==> config.mk <==
export PLATFORM = sky130hd
export DESIGN_NAME = gan_param_ram
export DESIGN_NICKNAME = d
export VERILOG_FILES = /design/src/rtl/gan_param_ram.sv
export SDC_FILE = /design/constraint.sdc
export NUM_CORES = 1
export LEC_CHECK = 0
export ABC_AREA = 0
export CAP_MARGIN = 20
export CORE_ASPECT_RATIO = 1.25
export CORE_MARGIN = 1
export CORE_UTILIZATION = 45
export CTS_BUF_LIST = sky130_fd_sc_hd__clkbuf_4
export DETAILED_ROUTE_END_ITERATION = 8
export HOLD_SLACK_MARGIN = 0.1
export PLACE_DENSITY_LB_ADDON = 0.08
export SLEW_MARGIN = 20
export SYNTH_ARGS = -nofsm -noshare
export SYNTH_HDL_FRONTEND = slang
export SYNTH_SLANG_ARGS = --single-unit
==> constraint.sdc <==
create_clock -name clk -period 10 [get_ports clk]
set_input_delay 1 -clock clk [delete_from_list [all_inputs] [get_ports clk]]
set_output_delay 1 -clock clk [all_outputs]
set_load 0.05 [all_outputs]
==> src/rtl/gan_param_ram.sv <==
// gan_param_ram: weight/bias parameter RAM with init sweep and saturating delta-update pipeline.
// Define GAN_PARAM_LFSR_INIT_EN to seed weights from a 16-bit LFSR during the sweep.
module gan_param_ram #(
  parameter int          WW        = 8,
  parameter int          BW        = 16,
  parameter int          W_DEPTH   = 64,
  parameter int          B_DEPTH   = 16,
  parameter logic [15:0] LFSR_SEED = 16'hACE1,
  localparam int AW = $clog2(W_DEPTH),
  localparam int AB = $clog2(B_DEPTH),
  localparam int UA = (AW > AB) ? AW : AB
) (
  input  logic          clk,
  input  logic          rst_n,
  input  logic [AW-1:0] w_rd_addr,
  output logic [WW-1:0] w_rd_data,
  input  logic [AB-1:0] b_rd_addr,
  output logic [BW-1:0] b_rd_data,
  input  logic          upd_valid,
  output logic          upd_ready,
  input  logic          upd_sel,
  input  logic [UA-1:0] upd_addr,
  input  logic [BW-1:0] upd_delta,
  output logic          upd_done,
  output logic          init_done
);
  localparam int D  = (W_DEPTH > B_DEPTH) ? W_DEPTH : B_DEPTH;
  localparam int CW = $clog2(D + 1);
  localparam logic [AW:0] W_LIM = (AW + 1)'(W_DEPTH);
  localparam logic [AB:0] B_LIM = (AB + 1)'(B_DEPTH);
  localparam logic signed [BW:0] W_MAX = (BW + 1)'((1 << (WW - 1)) - 1);
  localparam logic signed [BW:0] W_MIN = ~W_MAX;
  localparam logic signed [BW:0] B_MAX = (BW + 1)'((1 << (BW - 1)) - 1);
  localparam logic signed [BW:0] B_MIN = ~B_MAX;

  if (LFSR_SEED == 16'h0) begin : g_bad_seed
    $error("LFSR_SEED must be nonzero");
  end

  typedef enum logic {SWEEP, RUN} state_t;
  state_t r_state, w_state_nxt;
  logic [CW-1:0] r_cnt;
  logic          w_sweep;
  logic [WW-1:0] w_init_w;

  logic [WW-1:0] r_wmem [W_DEPTH];
  logic [BW-1:0] r_bmem [B_DEPTH];
  logic [WW-1:0] r_w_rd;
  logic [BW-1:0] r_b_rd;

  logic          r_s1_v, r_s1_sel, r_s2_v, r_s2_sel, r_done;
  logic [UA-1:0] r_s1_addr, r_s2_addr;
  logic [BW-1:0] r_s1_delta, r_s2_delta, r_s2_old;

  logic          w_s1_ok, w_s2_ok, w_fwd;
  logic [WW-1:0] w_s1_wv;
  logic [BW-1:0] w_s1_old, w_new;
  logic signed [BW:0] w_sum, w_hi, w_lo;

  logic          w_wm_we, w_bm_we;
  logic [AW-1:0] w_wm_addr;
  logic [AB-1:0] w_bm_addr;
  logic [WW-1:0] w_wm_data;
  logic [BW-1:0] w_bm_data;

  always_ff @(posedge clk or negedge rst_n) begin
    if (!rst_n) r_state <= SWEEP;
    else        r_state <= w_state_nxt;
  end

  always_comb begin
    w_state_nxt = r_state;
    if (r_state == SWEEP && r_cnt == CW'(D)) w_state_nxt = RUN;
  end

  assign w_sweep = (r_state == SWEEP) && (r_cnt != CW'(D));

  always_ff @(posedge clk or negedge rst_n) begin
    if (!rst_n)       r_cnt <= '0;
    else if (w_sweep) r_cnt <= r_cnt + 1'b1;
  end

`ifdef GAN_PARAM_LFSR_INIT_EN
  logic [15:0] r_lfsr;
  // Fibonacci taps 16,14,13,11; low six bits give small signed initial weights
  always_ff @(posedge clk or negedge rst_n) begin
    if (!rst_n)       r_lfsr <= LFSR_SEED;
    else if (w_sweep) r_lfsr <= {r_lfsr[14:0], r_lfsr[15] ^ r_lfsr[13] ^ r_lfsr[12] ^ r_lfsr[10]};
  end
  assign w_init_w = {{(WW - 6){r_lfsr[5]}}, r_lfsr[5:0]};
`else
  assign w_init_w = '0;
`endif

  assign w_s1_ok  = r_s1_sel ? ({1'b0, r_s1_addr[AB-1:0]} < B_LIM) : ({1'b0, r_s1_addr[AW-1:0]} < W_LIM);
  assign w_s2_ok  = r_s2_sel ? ({1'b0, r_s2_addr[AB-1:0]} < B_LIM) : ({1'b0, r_s2_addr[AW-1:0]} < W_LIM);
  assign w_s1_wv  = r_wmem[r_s1_addr[AW-1:0]];
  assign w_s1_old = !w_s1_ok ? '0 :
                    r_s1_sel ? r_bmem[r_s1_addr[AB-1:0]] : {{(BW - WW){w_s1_wv[WW-1]}}, w_s1_wv};
  // Same-target update one stage ahead has not reached the array yet
  assign w_fwd = r_s2_v && w_s2_ok && (r_s2_sel == r_s1_sel) &&
                 (r_s1_sel ? (r_s2_addr[AB-1:0] == r_s1_addr[AB-1:0])
                           : (r_s2_addr[AW-1:0] == r_s1_addr[AW-1:0]));

  assign w_sum = {r_s2_old[BW-1], r_s2_old} + {r_s2_delta[BW-1], r_s2_delta};
  assign w_hi  = r_s2_sel ? B_MAX : W_MAX;
  assign w_lo  = r_s2_sel ? B_MIN : W_MIN;
  assign w_new = (w_sum > w_hi) ? w_hi[BW-1:0] : (w_sum < w_lo) ? w_lo[BW-1:0] : w_sum[BW-1:0];

  always_ff @(posedge clk or negedge rst_n) begin
    if (!rst_n) begin
      r_s1_v     <= 1'b0;
      r_s1_sel   <= 1'b0;
      r_s1_addr  <= '0;
      r_s1_delta <= '0;
      r_s2_v     <= 1'b0;
      r_s2_sel   <= 1'b0;
      r_s2_addr  <= '0;
      r_s2_delta <= '0;
      r_s2_old   <= '0;
      r_done     <= 1'b0;
    end else begin
      r_s1_v     <= upd_valid && upd_ready;
      r_s1_sel   <= upd_sel;
      r_s1_addr  <= upd_addr;
      r_s1_delta <= upd_delta;
      r_s2_v     <= r_s1_v;
      r_s2_sel   <= r_s1_sel;
      r_s2_addr  <= r_s1_addr;
      r_s2_delta <= r_s1_delta;
      r_s2_old   <= w_fwd ? w_new : w_s1_old;
      r_done     <= r_s2_v;
    end
  end

  assign w_wm_we   = w_sweep ? (r_cnt < CW'(W_DEPTH)) : (r_s2_v && !r_s2_sel && w_s2_ok);
  assign w_wm_addr = w_sweep ? r_cnt[AW-1:0] : r_s2_addr[AW-1:0];
  assign w_wm_data = w_sweep ? w_init_w : w_new[WW-1:0];
  assign w_bm_we   = w_sweep ? (r_cnt < CW'(B_DEPTH)) : (r_s2_v && r_s2_sel && w_s2_ok);
  assign w_bm_addr = w_sweep ? r_cnt[AB-1:0] : r_s2_addr[AB-1:0];
  assign w_bm_data = w_sweep ? '0 : w_new;

  always_ff @(posedge clk) begin
    if (w_wm_we) r_wmem[w_wm_addr] <= w_wm_data;
    if (w_bm_we) r_bmem[w_bm_addr] <= w_bm_data;
  end

  // Registered reads sample the array before same-edge writes land (read-first)
  always_ff @(posedge clk or negedge rst_n) begin
    if (!rst_n) begin
      r_w_rd <= '0;
      r_b_rd <= '0;
    end else begin
      r_w_rd <= (r_state == RUN && {1'b0, w_rd_addr} < W_LIM) ? r_wmem[w_rd_addr] : '0;
      r_b_rd <= (r_state == RUN && {1'b0, b_rd_addr} < B_LIM) ? r_bmem[b_rd_addr] : '0;
    end
  end

  assign w_rd_data = r_w_rd;
  assign b_rd_data = r_b_rd;
  assign upd_ready = (r_state == RUN);
  assign init_done = (r_state == RUN);
  assign upd_done  = r_done;
endmodule

Yosys cells after proc, flatten, opt, wreduce, memory -nomap -nowiden:

Memories as Yosys holds them, arrays and structs flattened.
Cells that the tools add are included.

* logic and storage cells: 55
* memories: 2
* memory bits (writable): 768
* input port bits: 36
* flip-flop bits (word level): 97
* output and inout bits: 27

* eq/ne operators: 5
* $add $sub $neg: 2
* reductions and logical operators: 8
* multiplexer cells: 19
* magnitude comparators: 4
* bitwise logic cells: 1

Memories
* r_wmem: words 64, bits a word 8, read ports 2, clocked after memory_dff 0, wr ports 1, RTL line 46 `logic [WW-1:0] r_wmem [W_DEPTH];`
* r_bmem: words 16, bits a word 16, read ports 2, clocked after memory_dff 0, wr ports 1, RTL line 47 `logic [BW-1:0] r_bmem [B_DEPTH];`

Operator list (count)
* $mux W16: 6
* $mux W15: 2
* $add A16 B16 Y17: 1
* $gt A17 B16 Y1: 1
* $lt A17 B16 Y1: 1
* $mux W8: 2
* $add A7 B1 Y7 const B: 1
* $eq A7 B7 Y1 const B: 1
* $logic_and A1 B1 Y1: 7
* $lt A7 B5 Y1 const B: 1
* $lt A7 B7 Y1 const B: 1
* $mux W1: 7
* $ne A7 B7 Y1 const B: 1
* $eq A6 B6 Y1: 1
* $mux W6: 1
* $eq A4 B4 Y1: 1
* $mux W4: 1
* $eq A1 B1 Y1: 1
* $logic_not A1 Y1: 1
* $not A1 Y1: 1

Depth between registers and ports, before layout:

Gate-level depths: netlist (run 1).

* depth in word-level cells: 5
* depth in mapped cells: 21
* mapped depth without buffers: 20

Worst setup path after synthesis (run 1):

No wires, ideal clock.

* kind: reg2reg
* from: register r_s2_delta[0]
* to: memory r_bmem[0][7], data pin
* data arrival time: 6912 ps
* period minus slack after synthesis: 7785 ps
* path buffers: 0
* data required time: 9128 ps
* setup slack: 2215 ps
* cell stages (with the launch flop): 21
* library setup time: 872 ps
* cells stage by stage: dfrtp_1 > ha_1 > inv_1 > fa_1 > nand2b_1 > a21o_1 > a21o_1 > a21boi_1 > o21a_1 > o21ai_0 > nand2_1 > inv_1 > ha_1 > a21oi_1 > o21ai_1 > a221o_1 > a221oi_1 > a21oi_1 > o21ai_1 > nand2_1 > a221oi_1

* word-level cells in the longest chain between the ends: 5
* elaborated cells between the ends (all ways): 6
* classes of those cells: add/sub (1); order compare (2); mux (3)

RTL lines
* from (decl): RTL line 53 `logic [BW-1:0] r_s1_delta, r_s2_delta, r_s2_old;`
* from (signal assigned): RTL line 130 `r_s2_delta <= r_s1_delta;`
* $add A16 B16 Y17 (*): RTL line 105 `assign w_sum = {r_s2_old[BW-1], r_s2_old} + {r_s2_delta[BW-1], r_s2_delta};`
* $lt A17 B16 Y1: RTL line 108 `assign w_new = (w_sum > w_hi) ? w_hi[BW-1:0] : (w_sum < w_lo) ? w_lo[BW-1:0] : w_sum[BW-1:0];`
* $mux W16: RTL line 108
* $mux W16 (*): RTL line 108
* $mux W16 (*): RTL line 141 `assign w_bm_data = w_sweep ? '0 : w_new;`
* via w_bm_data[7]: RTL line 64 `logic [BW-1:0] w_bm_data;`
* to (decl): RTL line 47

The timed path passes the listed nets; every way through them passes the cells marked *.

Worst setup path after layout (run 1):

* from: register r_s2_delta[0]
* to: memory r_wmem[17][7], data pin

* word-level cells in the longest chain between the ends: 5
* elaborated cells between the ends (all ways): 6
* classes of those cells: add/sub (1); order compare (2); mux (3)

RTL lines
* $add A16 B16 Y17 (*): RTL line 105
* $lt A17 B16 Y1: RTL line 108
* $mux W16: RTL line 108
* $mux W16 (*): RTL line 108
* $mux W8 (*): RTL line 138 `assign w_wm_data = w_sweep ? w_init_w : w_new[WW-1:0];`
* to (decl): RTL line 46

Mark *: on every way between the ends. The rest lies on a longest branch, timed or not.

==> impl_results.md, run 1 <==
* Antenna Nets Post-Route at 0
* Startpoint types: flip-flop
* CTS tree: built
* Most frequent cell after synthesis: edfxtp_1
* Fmax at 179 MHz
* WP buf/inv at 3
* Layout area overhead at 13.2%
* Hold/Removal Path Class: input port to flip-flop
* Critical path class: flip-flop to flip-flop
* Max incr delay on CP at 0.63 ns
* Synth cell count leaders: edfxtp_1, mux4_2, nor2_1
* CP Data Arrival Time at 6.32 ns
* Worst path slowest cell: buf_4
* Power per Cell Area at 162 nW/µm²
* H-tree depth at 4
* Mapped cell area at 40,000 µm²
* Synthesized instance count at 1,932
* EDFF count, synth at 768
* Post-synthesis sequential area ratio at 63.8%
* Vias at 21.6k
* IO Port Bufs at 62
* Status: complete, no violations
* Worst endpoint required time at 10.74 ns
* DRC viols at 0
* CP delay by family, top: compound AO/OA/AOI/OAI gates
* IO Pins at 63
* Number of global-route vias before repair at 23.4k
* Synth async-reset ratio at 11.2%
* Clk_lat worst skew at 1.14 ns
* Core Area at 87,500 µm²
* Minimum clock period at 5.58 ns
* RePlAce Congestion at 0.845
* Setup repair bufs after CTS at 0
* Hold Vio Cnt, Final at 0
* Design Area, Final at 45,200 µm²
* First-pass GRT wire length at 163 mm
* Die area at 90,000 µm²
* Total GRT Usage at 25.9%
* Starting DRC count in detailed routing at 1,958
* Dpl hpwl at 67.6 mm
* VDD IR max at 0.0000966 V
* Die H at 335 µm
* Fin crit share at 55.8%
* CTS Buf Count at 214
* Clock sinks at 865
* Synth Net Count at 2,006
* Maximum number of pins on one net before global-route repair at 122
* Ys flop type: edfxtp_1
* Ordered list of cells on the worst path: ha_1 -> inv_1 -> fa_1 -> nand2b_1 -> a21o_1 -> a21o_1 -> a21boi_1 -> o21a_1 -> o21ai_0 -> nand2_1 -> inv_1 -> ha_1 -> a21oi_1 -> o21ai_1 -> a221o_1 -> a221oi_1 -> a21oi_1 -> o21ai_1 -> nand2_1 -> a221oi_4 -> buf_4
* Clock root cell: clkbuf_4
* Starting density of the core at 45.7%
* Avg Synthesized Cell Area at 20.7 µm²
* Yosys top cell area share at 57.7%
* Synth unique cells at 58
* Area leader, netlist: edfxtp_1
* Pins Over Slew Limit at 0
* Vias per cell at 6.13
* Slew HR at 24.0%
* Lkg Pwr at 12.3 nW
* Yosys warnings at 0
* Crit-path max FO at 80
* Die W at 269 µm
* Share of cells above drive strength 1 at 41.6%
* Setup_tns at 0 ns
* Final setup fails at 0
* CP endpoint kind: flip-flop
* Slew @ Worst Pin at 1.14 ns
* Layout Skew at 0.0973 ns
* Detailed Routing Iterations Pass 1 at 6
* Clock buffer depth at 3
* Clock-pin slew on the worst setup and hold paths at 0.06 ns
* Largest cells by area after synthesis: edfxtp_1, mux4_2, dfrtp_1
* Maxcap violations at 0
* # rows at 121
* Nets at 2,246
* Initial antenna violation count at 5
* DR WL/cell at 31.9 µm
* Area post-placement at 42,300 µm²
* GR Overflow Total at 0
* Post-Route WL at 112 mm
* Register bit count reported by yosys at 865
* RSZ-0062 raised after global routing: no
registers in the layout, indices dropped and copies added, names as in the netlist, 6 cells and up:
signal      flops
r_wmem        512
r_bmem        256
b_rd_data      16
r_s1_delta     16
r_s2_delta     16
r_s2_old       16
w_rd_data       8
r_cnt           7
r_s1_addr       6
r_s2_addr       6
final cells by class:
| cell class | instances | area, µm² |
|---|---|---|
| multi-input combinational | 916 | 14000 |
| timing repair buffer | 150 | 1320 |
| sequential | 865 | 25500 |
| tap | 1168 | 1460 |
| antenna | 5 | 12.5 |
| inverter | 25 | 93.8 |
| fill | 7138 | 42300 |
| clock buffer | 319 | 2390 |
| clock inverter | 73 | 425 |
logic make-up after synthesis:
group           after synthesis  share of synthesized area (%)
compound gates              118                           2.02
xor+xnor                     22                          0.482
fa+ha+maj                    38                           1.21
buf+inv                     151                           1.64
flops                       865                           63.8
mux                         501                           28.1
simple gates                237                           2.77
path summary, 6_finish.rpt:
check	startpoint	end	slack, ns	cells past startpoint
max	r_s2_delta[0]$_DFF_PN0_	r_wmem[17][7]$_DFFE_PP_	4.42	21
min	upd_addr[2]	r_s1_addr[2]$_DFF_PN0_	0.30	1
max reg2reg	r_s2_delta[0]$_DFF_PN0_	r_wmem[17][7]$_DFFE_PP_	4.42	21
min reg2reg	r_s1_delta[14]$_DFF_PN0_	r_s2_delta[14]$_DFF_PN0_	0.35	0
max in group asynchronous	rst_n	r_s2_delta[1]$_DFF_PN0_	8.23	3
min in group asynchronous	rst_n	b_rd_data[6]$_DFF_PN0_	0.49	2
cell usage in the layout, fill, tap and decap left out, types with 8 or more instances in the layout:
cell,count
nand2_1,32
nor2_4,17
buf_4,86
mux4_2,496
xor2_1,10
inv_1,24
nand3_1,15
nor3_1,9
ha_1,37
nand2b_1,20
a21oi_1,30
a221oi_1,8
a22oi_1,10
dfrtp_1,93
edfxtp_1,768
clkbuf_4,319
and2_1,26
xnor2_1,12
nor2_2,17
o21ai_0,10
nor2_1,76
clkdlybuf4s50_1,55
clkinv_1,51
repair_timing:
item,CTS,global route
gates resized for setup,0,0
hold buffers,1,0
hold endpoints to repair,42,0
report_power, final:
| group | internal (mW) | switching, mW |
|---|---|---|
| Sequential | 3.89 | 0.0234 |
| Clock | 1.55 | 1.46 |
| Combinational | 0.155 | 0.232 |
| Total | 5.59 | 1.71 |
per-stage QoR:
stage                     power (mW)  util [%]  setup slack [ns]  hold WS, ns  std cells
final                           7.30      51.7              4.42        0.299       3521
after global routing            7.60      51.7              3.98        0.185       3521
after CTS                       7.39      51.6              4.46        0.151       3515
after detailed placement        4.38      48.4              4.51        0.335       3122
after global placement          4.38      48.4              4.62        0.332       3122
after floorplan                 4.26         -              2.22        0.331       1932
per-layer routing:
| layer | wire length [µm] | part of all wire (%) | global-route usage (%) | vias to the layer above |
|---|---|---|---|---|
| met3 | 5530 | 4.9 | 4.62 | 203 |
| met1 | 42500 | 38 | 31.8 | 11700 |
| met2 | 60100 | 53 | 45.0 | 779 |
| met4 | 4280 | 3.8 | 11.0 | 4 |
| met5 | 25 | 0.022 | 0 | - |
| li1 | - | - | - | 8952 |
Note: power is estimated with default switching activity, not from simulation.
==> inputs of run 2 (changes only) <==
==> constraint.sdc (replaced) <==
create_clock -name clk -period 5.12 [get_ports clk]
set_input_delay 0.512 -clock clk [delete_from_list [all_inputs] [get_ports clk]]
set_output_delay 0.512 -clock clk [all_outputs]
set_load 0.05 [all_outputs]
==> impl_results.md, run 2 (synthesis gave the netlist of run 1 again) <==
* Crit-path max FO at 48
* VDD IR max at 0.000154 V
* Starting DRC count in detailed routing at 2,123
* Clock sinks at 865
* Number of global-route vias before repair at 23.6k
* Antenna Nets Post-Route at 0
* Max incr delay on CP at 0.37 ns
* Vias per cell at 6.17
* Pins Over Slew Limit at 0
* Fmax at 209 MHz
* CP Launch Point: r_s2_delta[0]$_DFF_PN0_
* Largest register FFs at 512
* Met2 WL at 60.9 mm
* Share of cells above drive strength 1 at 42.0%
* Worst r2r src: r_s2_delta[0]$_DFF_PN0_
* Startpoint types: flip-flop
* IO Port Bufs at 62
* Power per Cell Area at 309 nW/µm²
* CTS Buf Count at 214
* Most frequent cells in the layout: edfxtp_1, mux4_2, clkbuf_4
* Top sig layer: met5
* IO Pins at 63
* RSZ-0062 raised after global routing: no
* Setup_tns at 0 ns
* Status: complete, no violations
* Biggest regs: r_wmem (512), r_bmem (256)
* Hold Crit Start: r_s1_delta[10]$_DFF_PN0_
* Die W at 269 µm
* Core Area at 87,500 µm²
* CP endpoint kind: flip-flop
* CP Data Arrival Time at 5.51 ns
* CTS tree: built
* Initial antenna violation count at 4
* Final Util at 52.5%
* Number of fill cells at 7,152
* DRC viols at 0
* Dpl hpwl at 72.9 mm
* Most common cell after layout, fill and taps aside: edfxtp_1
* Total GRT Usage at 26.4%
* Final setup fails at 0
* Die area at 90,000 µm²
* Pre-CTS WS at 0.314 ns
* Ordered list of cells on the worst path: ha_1 -> inv_1 -> fa_2 -> nand2b_4 -> a21o_1 -> a21o_1 -> a21boi_1 -> o21a_1 -> or3_1 -> nand2_1 -> inv_1 -> ha_4 -> a21oi_1 -> o21ai_1 -> a221o_1 -> a221oi_2 -> a21oi_2 -> o21a_1 -> a21oi_4 -> nor2_4 -> buf_12
* WP buf/inv at 3
* Slew @ Worst Pin at 1.19 ns
* Lkg Pwr at 12.7 nW
* Clk_lat worst skew at 1.08 ns
* R2R setup slack at 0.34 ns
* Slew HR at 20.5%
* Hold/Removal Path Class: flip-flop to flip-flop
* Met3 routed WL at 6.38 mm
* DP Cell Count at 3,179
* Layout area overhead at 15.1%
* Critical path class: flip-flop to flip-flop
* Fin crit share at 93.4%
* Vias at 22.2k
* Area of the multi-input gates at 14,000 µm²
* DR WL/cell at 32.2 µm
* Starting density of the core at 45.7%
* Nets at 2,332
* Non-filler cells, final at 3,602
* Detailed Routing Iterations Pass 1 at 7
* Sequential cell area at 25,500 µm²
* Hold Vio Cnt, Final at 0
* Post-Route WL at 116 mm
* RePlAce Congestion at 0.838
* Biggest register: r_wmem
* Total power at 14.2 mW
* Worst endpoint required time at 5.85 ns
* Wire length on met1 at 44.3 mm
* Final worst slack at 0.335 ns
* Die H at 335 µm
* Clock root cell: clkbuf_4
* CP delay by family, top: compound AO/OA/AOI/OAI gates
* Maxcap violations at 0
* Clock buffer depth at 3
* First-pass GRT wire length at 165 mm
* # rows at 121
* Maximum number of pins on one net before global-route repair at 81
* GR Overflow Total at 0
* Clock-pin slew on the worst setup and hold paths at 0.07 ns
* Worst path slowest cell: fa_2
* Minimum clock period at 4.78 ns
* H-tree depth at 4
* Layout Skew at 0.0628 ns
[run 2: changes by cell type in the layout (fill, tap and decap cells not counted), sizes merged]
| cell | previous run | this run |
|---|---|---|
| bufinv | 3 | 4 |
| dlygate4sd3 | 1 | 26 |
| diode | 5 | 2 |
| clkinvlp | 1 | 2 |
| nor2 | 110 | 111 |
| clkinv | 64 | 78 |
| clkbuf | 321 | 303 |
| buf | 92 | 152 |
[run 2: path summary, 6_finish.rpt]
path	depth (start not counted)	end
worst min-delay path	0	r_s2_delta[10]$_DFF_PN0_
min in group asynchronous	4	b_rd_data[3]$_DFF_PN0_
worst max-delay path	21	r_wmem[55][5]$_DFFE_PP_
max in group asynchronous	4	r_s2_delta[4]$_DFF_PN0_
worst min register to register	0	r_s2_delta[10]$_DFF_PN0_
worst max register to register	21	r_wmem[55][5]$_DFFE_PP_
[run 2: what timing repair did]
item / 4_1_cts / 5_1_grt
endpoints found under the hold margin: 63 / 0
hold buffers: 27 / 0
setup endpoints to repair: 0 / 128
setup buffers: 0 / 1
resized for setup: 0 / 9
[run 2: cell type report]
| cell class | count | area share (%) |
|---|---|---|
| diodes | 2 | 0.0109 |
| clock buffers | 301 | 4.91 |
| clock inverters | 89 | 1.02 |
| inverters | 25 | 0.204 |
| multi-input cells | 917 | 30.5 |
| flip-flops and latches | 865 | 55.5 |
| well taps | 1168 | 3.18 |
| repair buffers | 235 | 4.69 |
[run 2: metal layers]
layer	global-route usage, %	up-vias
met2	45.6	807
met1	32.8	12100
met3	4.67	207
li1	-	9104
met5	0	-
met4	10.6	6
[run 2: through the flow]
step	hold WS (ns)	cell area, µm²
after global placement	0.335	42800
after global routing	0.351	46000
after floorplan	0.216	40000
after CTS	0.275	45900
after detailed placement	0.336	42900
final	0.347	46000
[run 2: power breakdown]
group / total, mW / leakage (nW) / switching, mW / internal (mW)
sequential: 7.65 / 6.50 / 0.0503 / 7.60
clock: 5.74 / 1.61 / 2.83 / 2.92
combinational: 0.836 / 4.58 / 0.487 / 0.349
